File: src/rtl/ps2_dir_pkg.sv
// Shared definitions for the PS/2 arrow-key direction decoder:
// scan-code constants, FSM state encoding, direction codes and
// small lookup helpers used by the decoder datapath.
package ps2_dir_pkg;

    // Prefix bytes
    localparam logic [7:0] SC_EXT   = 8'hE0;
    localparam logic [7:0] SC_BRK   = 8'hF0;

    // Extended (E0-prefixed) arrow make codes
    localparam logic [7:0] SC_UP    = 8'h75;
    localparam logic [7:0] SC_RIGHT = 8'h74;
    localparam logic [7:0] SC_DOWN  = 8'h72;
    localparam logic [7:0] SC_LEFT  = 8'h6B;

    // Non-extended WASD make codes
    localparam logic [7:0] SC_W     = 8'h1D;
    localparam logic [7:0] SC_D     = 8'h23;
    localparam logic [7:0] SC_S     = 8'h1B;
    localparam logic [7:0] SC_A     = 8'h1C;

    // Resolved direction codes
    localparam logic [2:0] DIR_NONE  = 3'd0;
    localparam logic [2:0] DIR_UP    = 3'd1;
    localparam logic [2:0] DIR_RIGHT = 3'd2;
    localparam logic [2:0] DIR_DOWN  = 3'd3;
    localparam logic [2:0] DIR_LEFT  = 3'd4;

    typedef enum logic [1:0] {
        ST_IDLE,
        ST_EXT,
        ST_BRK,
        ST_EXT_BRK
    } state_t;

    // Held-key vector: bit 0 up, bit 1 right, bit 2 down, bit 3 left
    typedef logic [3:0] held_t;

    // Direction named by an extended arrow code, DIR_NONE otherwise
    function automatic logic [2:0] arrow_dir(input logic [7:0] code);
        logic [2:0] dir;
        dir = DIR_NONE;
        case (code)
            SC_UP:    dir = DIR_UP;
            SC_RIGHT: dir = DIR_RIGHT;
            SC_DOWN:  dir = DIR_DOWN;
            SC_LEFT:  dir = DIR_LEFT;
            default:  dir = DIR_NONE;
        endcase
        return dir;
    endfunction

    // Direction named by a WASD code, DIR_NONE otherwise
    function automatic logic [2:0] wasd_dir(input logic [7:0] code);
        logic [2:0] dir;
        dir = DIR_NONE;
        case (code)
            SC_W:    dir = DIR_UP;
            SC_D:    dir = DIR_RIGHT;
            SC_S:    dir = DIR_DOWN;
            SC_A:    dir = DIR_LEFT;
            default: dir = DIR_NONE;
        endcase
        return dir;
    endfunction

    // One-hot held-vector mask for a direction code (zero for DIR_NONE)
    function automatic held_t dir_mask(input logic [2:0] dir);
        held_t mask;
        mask = '0;
        case (dir)
            DIR_UP:    mask = 4'b0001;
            DIR_RIGHT: mask = 4'b0010;
            DIR_DOWN:  mask = 4'b0100;
            DIR_LEFT:  mask = 4'b1000;
            default:   mask = '0;
        endcase
        return mask;
    endfunction

    // Last-pressed key wins while held; otherwise up > right > down > left
    function automatic logic [2:0] resolve_dir(input held_t held, input logic [2:0] last);
        logic [2:0] dir;
        dir = DIR_NONE;
        if (held[3]) dir = DIR_LEFT;
        if (held[2]) dir = DIR_DOWN;
        if (held[1]) dir = DIR_RIGHT;
        if (held[0]) dir = DIR_UP;
        if ((held & dir_mask(last)) != '0) dir = last;
        return dir;
    endfunction

endpackage

File: src/rtl/ps2_strobe_edge.sv
// Rising-edge detector for the PS/2 byte-valid strobe. A strobe that
// stays high for several cycles yields exactly one byte_accept pulse.
module ps2_strobe_edge (
    input  logic clock,
    input  logic reset,
    input  logic ps2_key_pressed,
    output logic byte_accept
);

    logic strobe_q;

    // Remember the strobe level from the previous cycle
    always_ff @(posedge clock or posedge reset) begin
        if (reset) begin
            strobe_q <= 1'b0;
        end else begin
            // NOTE: registered state uses non-blocking assignment so every flop samples pre-edge values.
            strobe_q <= ps2_key_pressed;
        end
    end

    assign byte_accept = ps2_key_pressed & ~strobe_q;

endmodule

File: src/rtl/ps2_dir_decoder.sv
// PS/2 set-2 arrow-key decoder feeding the processor direction register.
// Tracks make/break state of the four arrows, drives the per-key level
// outputs and a registered, resolved 3-bit direction code.
// Optional: define PS2_DIR_WASD_EN to also accept W/A/S/D as arrows.
module ps2_dir_decoder
    import ps2_dir_pkg::*;
#(
    parameter int TIMEOUT_CYCLES = 1000000,
    parameter int CNT_W          = 20
) (
    input  logic       clock,
    input  logic       reset,
    input  logic       ps2_key_pressed,
    input  logic [7:0] ps2_out,
    output logic       upSig,
    output logic       rightSig,
    output logic       downSig,
    output logic       leftSig,
    output logic [2:0] dir_code
);

    localparam logic [CNT_W-1:0] TIMEOUT_LAST = CNT_W'(TIMEOUT_CYCLES - 1);

    logic             byte_accept;
    state_t           state, state_n;
    held_t            held, held_n;
    logic [2:0]       last, last_n;
    logic [2:0]       dir_n;
    logic [CNT_W-1:0] cnt, cnt_n;

    logic [2:0]       arrow_d;
    held_t            arrow_m;

    assign arrow_d = arrow_dir(ps2_out);
    assign arrow_m = dir_mask(arrow_d);

`ifdef PS2_DIR_WASD_EN
    logic [2:0]       wasd_d;
    held_t            wasd_m;

    assign wasd_d = wasd_dir(ps2_out);
    assign wasd_m = dir_mask(wasd_d);
`endif

    ps2_strobe_edge u_strobe_edge (
        .clock           (clock),
        .reset           (reset),
        .ps2_key_pressed (ps2_key_pressed),
        .byte_accept     (byte_accept)
    );

    // Next-state decode: byte handling first, timeout only when no byte arrives
    always_comb begin
        // NOTE: every combinational output is defaulted up front so no path can infer a latch.
        state_n = state;
        held_n  = held;
        last_n  = last;
        cnt_n   = cnt;

        if (byte_accept) begin
            cnt_n = '0;
            case (state)
                ST_IDLE: begin
                    if (ps2_out == SC_EXT) begin
                        state_n = ST_EXT;
                    end else if (ps2_out == SC_BRK) begin
                        state_n = ST_BRK;
                    end
`ifdef PS2_DIR_WASD_EN
                    else if (wasd_d != DIR_NONE && (held & wasd_m) == '0) begin
                        held_n = held | wasd_m;
                        last_n = wasd_d;
                    end
`endif
                end
                ST_EXT: begin
                    if (ps2_out == SC_BRK) begin
                        state_n = ST_EXT_BRK;
                    end else begin
                        state_n = ST_IDLE;
                        // A repeat make of a held key leaves last-pressed alone
                        if (arrow_d != DIR_NONE && (held & arrow_m) == '0) begin
                            held_n = held | arrow_m;
                            last_n = arrow_d;
                        end
                    end
                end
                ST_EXT_BRK: begin
                    state_n = ST_IDLE;
                    held_n  = held & ~arrow_m;
                end
                ST_BRK: begin
                    state_n = ST_IDLE;
`ifdef PS2_DIR_WASD_EN
                    held_n  = held & ~wasd_m;
`endif
                end
                default: state_n = ST_IDLE;
            endcase
        end else if (state != ST_IDLE) begin
            if (cnt == TIMEOUT_LAST) begin
                state_n = ST_IDLE;
                cnt_n   = '0;
            end else begin
                cnt_n = cnt + 1'b1;
            end
        end else begin
            cnt_n = '0;
        end

        dir_n = resolve_dir(held_n, last_n);
    end

    // FSM, held bits, last-pressed key, timeout counter and direction register
    always_ff @(posedge clock or posedge reset) begin
        if (reset) begin
            state    <= ST_IDLE;
            held     <= '0;
            last     <= DIR_NONE;
            cnt      <= '0;
            dir_code <= DIR_NONE;
        end else begin
            state    <= state_n;
            held     <= held_n;
            last     <= last_n;
            cnt      <= cnt_n;
            dir_code <= dir_n;
        end
    end

    assign upSig    = held[0];
    assign rightSig = held[1];
    assign downSig  = held[2];
    assign leftSig  = held[3];

endmodule

File: config.mk
export PLATFORM = sky130hd
export DESIGN_NAME = ps2_dir_decoder
export DESIGN_NICKNAME = d
export VERILOG_FILES = /design/src/rtl/ps2_dir_pkg.sv /design/src/rtl/ps2_strobe_edge.sv /design/src/rtl/ps2_dir_decoder.sv
export SDC_FILE = /design/constraint.sdc
export NUM_CORES = 1
export LEC_CHECK = 0
export BUFFER_PORTS_ARGS = -buffer_cell sky130_fd_sc_hd__buf_2
export CAP_MARGIN = 20
export CORE_ASPECT_RATIO = 1.25
export CORE_MARGIN = 3
export CORE_UTILIZATION = 25
export CTS_CLUSTER_DIAMETER = 50
export DETAILED_ROUTE_END_ITERATION = 6
export PLACE_DENSITY_LB_ADDON = 0.3
export SLEW_MARGIN = 10
export SYNTH_ARGS = -nofsm -noshare
export SYNTH_HDL_FRONTEND = slang
export SYNTH_HIERARCHICAL = 1
export SYNTH_SLANG_ARGS = --single-unit
File: constraint.sdc
create_clock -name clock -period 2.2 [get_ports clock]
set_input_delay 0.22 -clock clock [delete_from_list [all_inputs] [get_ports clock]]
set_output_delay 0.22 -clock clock [all_outputs]
set_load 0.005 [all_outputs]
== Word-level counts from Yosys, hierarchy flattened ==
Index checks and enable logic that the tools add are counted.
Word-level totals
  bits in registers: 33
  latch bits: 0
  bits in writable memories: 0
  memory bits (read-only): 0
  input port bits: 11
  output and inout bits: 7
  memories kept: 0
Cells by class
  add/subtract/negate cells: 1
  multiply operators: 0
  divide/modulo/power cells: 0
  $lt $le $gt $ge: 0
  equality and inequality tests: 19
  shifts and indexed selects: 0
  mux-type cells: 26
  bitwise logic cells: 7
  reductions and logical operators: 10
Operators by type and width (number)
  two-way mux 20 bit: 3
  equality test 8 x 7 -> 1 bit (second input constant): 4
  one-hot mux 4 bit (4 select lines): 2
  two-way mux 3 bit: 9
  adder 20 x 1 -> 20 bit (second input constant): 1
  equality test 20 bit (second input constant): 1
  equality test 8 bit (second input constant): 2
  bitwise AND 4 bit: 3
  equality test 3 x 2 -> 1 bit (second input constant): 4
  two-way mux 2 bit: 6
  two-way mux 4 bit: 3
  one-hot mux 3 bit (4 select lines): 1
  one-hot mux 4 bit (2 select lines): 1
  equality test 3 x 1 -> 1 bit (second input constant): 2
  equality test 3 bit (second input constant): 2
  one-hot mux 2 bit (3 select lines): 1
  nonzero test 2 bit: 3
  equality test 2 bit (second input constant): 2
  logical NOT 4 bit: 1
  inequality test 4 bit (second input constant): 1
  inverter 4 bit: 1
  bitwise OR 4 bit: 1
  nonzero test 4 bit: 1
  AND reduction 3 bit: 1
  other kinds (7): 7

== Longest topological paths before layout ==
  depth after elaboration: 16
  gate-level depth with buffers: 8
  gate-level depth less buffers: 7

== By module ==
The synthesis kept the hierarchy.
Modules (own cells, without submodules)
  ps2_dir_decoder: times used 1, cells each 186, area an instance 1795.5 µm², sequential area each 800.8 µm²
  ps2_strobe_edge: times used 1, cells each 3, area an instance 42.5 µm², sequential area each 25.0 µm²

== Worst setup path after synthesis ==
OpenSTA, ideal clock, no wires.
  path kind: in2reg
  from: input ps2_out[2]
  to: register dir_code[0]
  setup time: 0.101 ns
  arrival: 2.069 ns
  data required time: 2.099 ns
  path slack: 0.030 ns
  cell stages on the path: 8
  path buffers: 1
  cells stage by stage: buf_4 -> and4b_1 -> and3_4 -> a211o_4 -> nor3_4 -> mux2_2 -> and3_1 -> nor4_1
On the way
  longest elaborated chain between the ends: 16
Ends and longest elaborated chain
  start: declaration: line ps2_dir_decoder.sv:14  | input logic [7:0] ps2_out,
  equality test 8 x 7 -> 1 bit: line ps2_dir_pkg.sv:43  | case (code)
  one-hot mux 3 bit (4 select lines): line ps2_dir_pkg.sv:43
  equality test 3 bit, or another cell as far along: line ps2_dir_pkg.sv:71  | case (dir)
  one-hot mux 4 bit (4 select lines): line ps2_dir_pkg.sv:71
  bitwise AND 4 bit: line ps2_dir_decoder.sv:82  | if (arrow_d != DIR_NONE && (held & arrow_m) == '0) begin
  logical NOT 4 bit: line ps2_dir_decoder.sv:82
  logical AND 1 bit: line ps2_dir_decoder.sv:82
  two-way mux 3 bit: line ps2_dir_decoder.sv:82
  two-way mux 3 bit: line ps2_dir_decoder.sv:77  | if (ps2_out == SC_BRK) begin
  two-way mux 3 bit: line ps2_dir_decoder.sv:62  | case (state)
  two-way mux 3 bit: line ps2_dir_decoder.sv:60  | if (byte_accept) begin
  equality test 3 bit, or another cell as far along: line ps2_dir_pkg.sv:71
  one-hot mux 4 bit (4 select lines): line ps2_dir_pkg.sv:71
  bitwise AND 4 bit: line ps2_dir_pkg.sv:89  | if ((held & dir_mask(last)) != '0) dir = last;
  nonzero test 4 bit: line ps2_dir_pkg.sv:89
  two-way mux 3 bit (*): line ps2_dir_pkg.sv:89
  named net dir_n[0]: line ps2_dir_decoder.sv:28  | logic [2:0] dir_n;
  end signal: assignment: line ps2_dir_decoder.sv:127  | dir_code <= dir_n;
  end: declaration: line ps2_dir_decoder.sv:19  | output logic [2:0] dir_code
The timed path passes the listed nets; every way through them passes the cells marked *.
A chain may end at the register's enable or synchronous reset.

== Worst setup path in the final report ==
  from: register held[1]
  to: register dir_code[0]
On the way
  longest elaborated chain between the ends: 12
Ends and longest elaborated chain
  start: declaration: line ps2_dir_decoder.sv:26  | held_t held, held_n;
  start signal: assignment: line ps2_dir_decoder.sv:124  | held <= held_n;
  bitwise AND 4 bit (*): line ps2_dir_decoder.sv:82
  logical NOT 4 bit (*): line ps2_dir_decoder.sv:82
  logical AND 1 bit (*): line ps2_dir_decoder.sv:82
  two-way mux 3 bit (*): line ps2_dir_decoder.sv:82
  two-way mux 3 bit (*): line ps2_dir_decoder.sv:77
  two-way mux 3 bit (*): line ps2_dir_decoder.sv:62
  two-way mux 3 bit (*): line ps2_dir_decoder.sv:60
  named net last_n[1]: line ps2_dir_decoder.sv:27  | logic [2:0] last, last_n;
  equality test 3 bit, or another cell as far along: line ps2_dir_pkg.sv:71
  one-hot mux 4 bit (4 select lines) (*): line ps2_dir_pkg.sv:71
  bitwise AND 4 bit (*): line ps2_dir_pkg.sv:89
  nonzero test 4 bit (*): line ps2_dir_pkg.sv:89
  two-way mux 3 bit (*): line ps2_dir_pkg.sv:89
  named net dir_n[0]: line ps2_dir_decoder.sv:28
Marked as above.

==> qor.txt <==
Synth top area share: 44.93%
Post-Synth Adder-Cell Area: 0.6807%
Global Route Usage Sum: 9.998%
CP Max Fanout: 7
Initial Utilization: 26.03%
Psw: 0.2491 mW
Die footprint: 0.008423 mm2
Metal3 WL: 190 um
Final worst path period need: 2.138 ns
Max-capacitance violation count: 0
Levels on crit path: 7
Worst-margin pin slew: 0.4026 ns
DP HPWL: 2787 um
XOR/XNOR Fraction of Synth Area: 7.624%
Slew Limit Fails: 0
Switching portion of total power: 22.61%
Clock Power Share: 39.3%
Clock root buffer: clkbuf_8
Synth Area in Compound Gates: 11.10%
RSZ-0062 raised after global routing: yes
Clock Skews: 0.007343 ns
Vias per cell: 4.606
Clk buf depth: 2
CTS tree: done
DR vias: 1451
Post-Route WL: 3780 um
Initial antenna violation count: 0
# diodes: 0
Status: completed
IO buf count: 17
Int Pwr: 0.8524 mW
Final routed DRC violation total: 0
CP max stage delay: 0.39 ns
DR WL/cell: 12.00 um
Post-synthesis register bit count: 33
Dpl ws: -0.01751 ns
Cells on Worst Hold Path: 1
Final period utilization: 97.16%
CP max-delay cell: dfrtp_1
Hold WC Path Type: primary input to flip-flop
Fin area: 0.002230 mm2
Remaining Overflow, GRT: 0
IO Count: 18
Post-synth EDFFs: 0
Gate power share: 5.4%
Setup TNS: 0 ns
DRT iter0 DRCs: 36
Top cell type by total area after synthesis: dfrtp_1
YS warnings: 6
Largest family of logic cells by synthesized area: simple AND/OR/NAND/NOR gates
Count leader, synth: dfrtp_1
Largest net degree at the start of global routing: 33
Top_reg_cell synth: dfrtp_1
Slew margin rel.: 73.16%
Total Nets Final: 236
Die X: 82.69 um
Critical Path End Type: flip-flop
Sequential Power Share: 55.3%
Crit-path cells: or4bb_1 > o211ai_1 > a211o_4 > nor3_4 > mux2_4 > and3_4 > nor4_2
Final Setup Violations: 0
Mux share of post-synthesis cell area: 3.063%
Peak VDD IR: 0.2221 mV
Clk_lat worst skew: 0.28 ns
Pleak: 0.9679 nW
Layout area overhead: 21.31%
Kind of critical path: flip-flop to flip-flop
Synth unique cells: 52
Most frequent cells after synthesis: dfrtp_1, nor2_1, nand2_1
CP arrival: 2.33 ns
DP Area: 0.002111 mm2
M1 WL: 1628 um
Final ANT Viol Nets: 0
Startpoint Class: flip-flop
Worst Reg-to-Reg Cells: 7
Syn Area/Cell: 9.725 um2
CORE AREA: 0.007062 mm2
Sequential-to-total area share from yosys stat: 44.93%
Area contributors post-synth: dfrtp_1, xor2_1, nor2_1
Site Rows: 34
Routed wl met2: 1888 um
Gpl congestion: 0.6991
Asr flop ratio synth: 100.0%
Worst setup margin: 0.06238 ns
Fmax: 467.8 MHz
Simple-gate share of the synthesized area: 28.93%
Netlist Area Pre-Place: 0.001838 mm2
PD cells: 494.0 mW/mm2
First drt pass iteration count: 3
Fillers: 776
Htree depth: 2
Post-route total power: 1.102 mW
Vias in the first global route: 1385
Crit path max-delay family: simple AND/OR/NAND/NOR gates
First-pass GRT wire length: 6348 um
Final hold viol count: 0
Syn Nets: 201
Syn Inst Count: 189
Total CTS buffers: 5
Max layer used: met4
Share of layout cells above drive strength 1: 23.56%
Clock transition at path regs: 0.07 ns
Sink Count: 33
Bufs and invs on worst path: 0
CP required: 2.39 ns
Die height: 101.9 um
==> power by group through the flow <==
stage	clock network [mW]	registers (mW)	logic [mW]
2_1_floorplan	0	0.620	0.0344
3_3_place_gp	0	0.621	0.0587
3_5_place_dp	0	0.621	0.0594
4_1_cts	0.456	0.609	0.0611
5_1_grt	0.475	0.609	0.0671
6_report	0.433	0.609	0.0598
==> registers in the layout (all words and copies together), names as in the netlist <==
name / flops
dir_code: 3
cnt: 20
last: 3
state: 2
u_strobe_edge/strobe_q: 1
held: 4
==> stage by stage <==
| stage | std cells | hold WS [ns] | util [%] |
|---|---|---|---|
| floorplan | 189 | -0.05129 | - |
| global placement | 306 | 0.06486 | 29.89 |
| detailed placement | 306 | 0.06763 | 29.89 |
| CTS | 315 | 0.06106 | 31.20 |
| global route | 315 | 0.05643 | 31.57 |
| finish | 315 | 0.06322 | 31.57 |
==> cells by family after synthesis <==
group / after synthesis
flops: 33
fa+ha+maj: 1
compound gates: 29
mux: 5
buf+inv: 13
simple gates: 92
xor+xnor: 16
==> layer usage <==
| layer | up-vias | track usage [%] |
|---|---|---|
| met5 | - | 0 |
| met4 | 0 | 4.151 |
| met3 | 6 | 3.616 |
| met2 | 18 | 16.60 |
| met1 | 689 | 11.54 |
| li1 | 738 | - |
==> placed cells by master, fill, tap and decap left out, types with 4 or more instances in the layout <==
| cell type | count |
|---|---|
| dfrtp_1 | 33 |
| nand3_1 | 9 |
| buf_2 | 17 |
| clkbuf_8 | 5 |
| nand2_1 | 15 |
| o21ai_0 | 5 |
| xor2_1 | 11 |
| inv_1 | 8 |
| xnor2_1 | 5 |
| or3_1 | 4 |
| nor2_1 | 25 |
| a21oi_1 | 6 |
| buf_4 | 14 |
| and3_1 | 5 |
==> what timing repair did <==
item,CTS,global route
setup buffers,0,0
endpoints found under the hold margin,1,0
endpoints found under the setup margin,0,2
hold buffers,1,0
resized for setup,0,6
==> cell type report <==
type,instances,area [um2],area share (%)
clock inverter,2,10.01,0.4489
tap,90,112.6,5.051
multi-input combinational,143,967.2,43.38
timing repair buffer,33,211.5,9.484
sequential,33,825.8,37.04
clock buffer,6,72.57,3.255
inverter,8,30.03,1.347
==> path summary, 6_finish.rpt <==
path,from,slack [ns],endpoint
setup / recovery,held[1],0.06,dir_code[0]
hold / removal,ps2_key_pressed,0.06,u_strobe_edge/strobe_q
setup reg to reg,held[1],0.06,dir_code[0]
hold reg to reg,cnt[0],0.50,cnt[0]
max in group asynchronous,reset,1.33,cnt[3]
min in group asynchronous,reset,0.32,u_strobe_edge/strobe_q
Power figures use the tool's default switching activity.
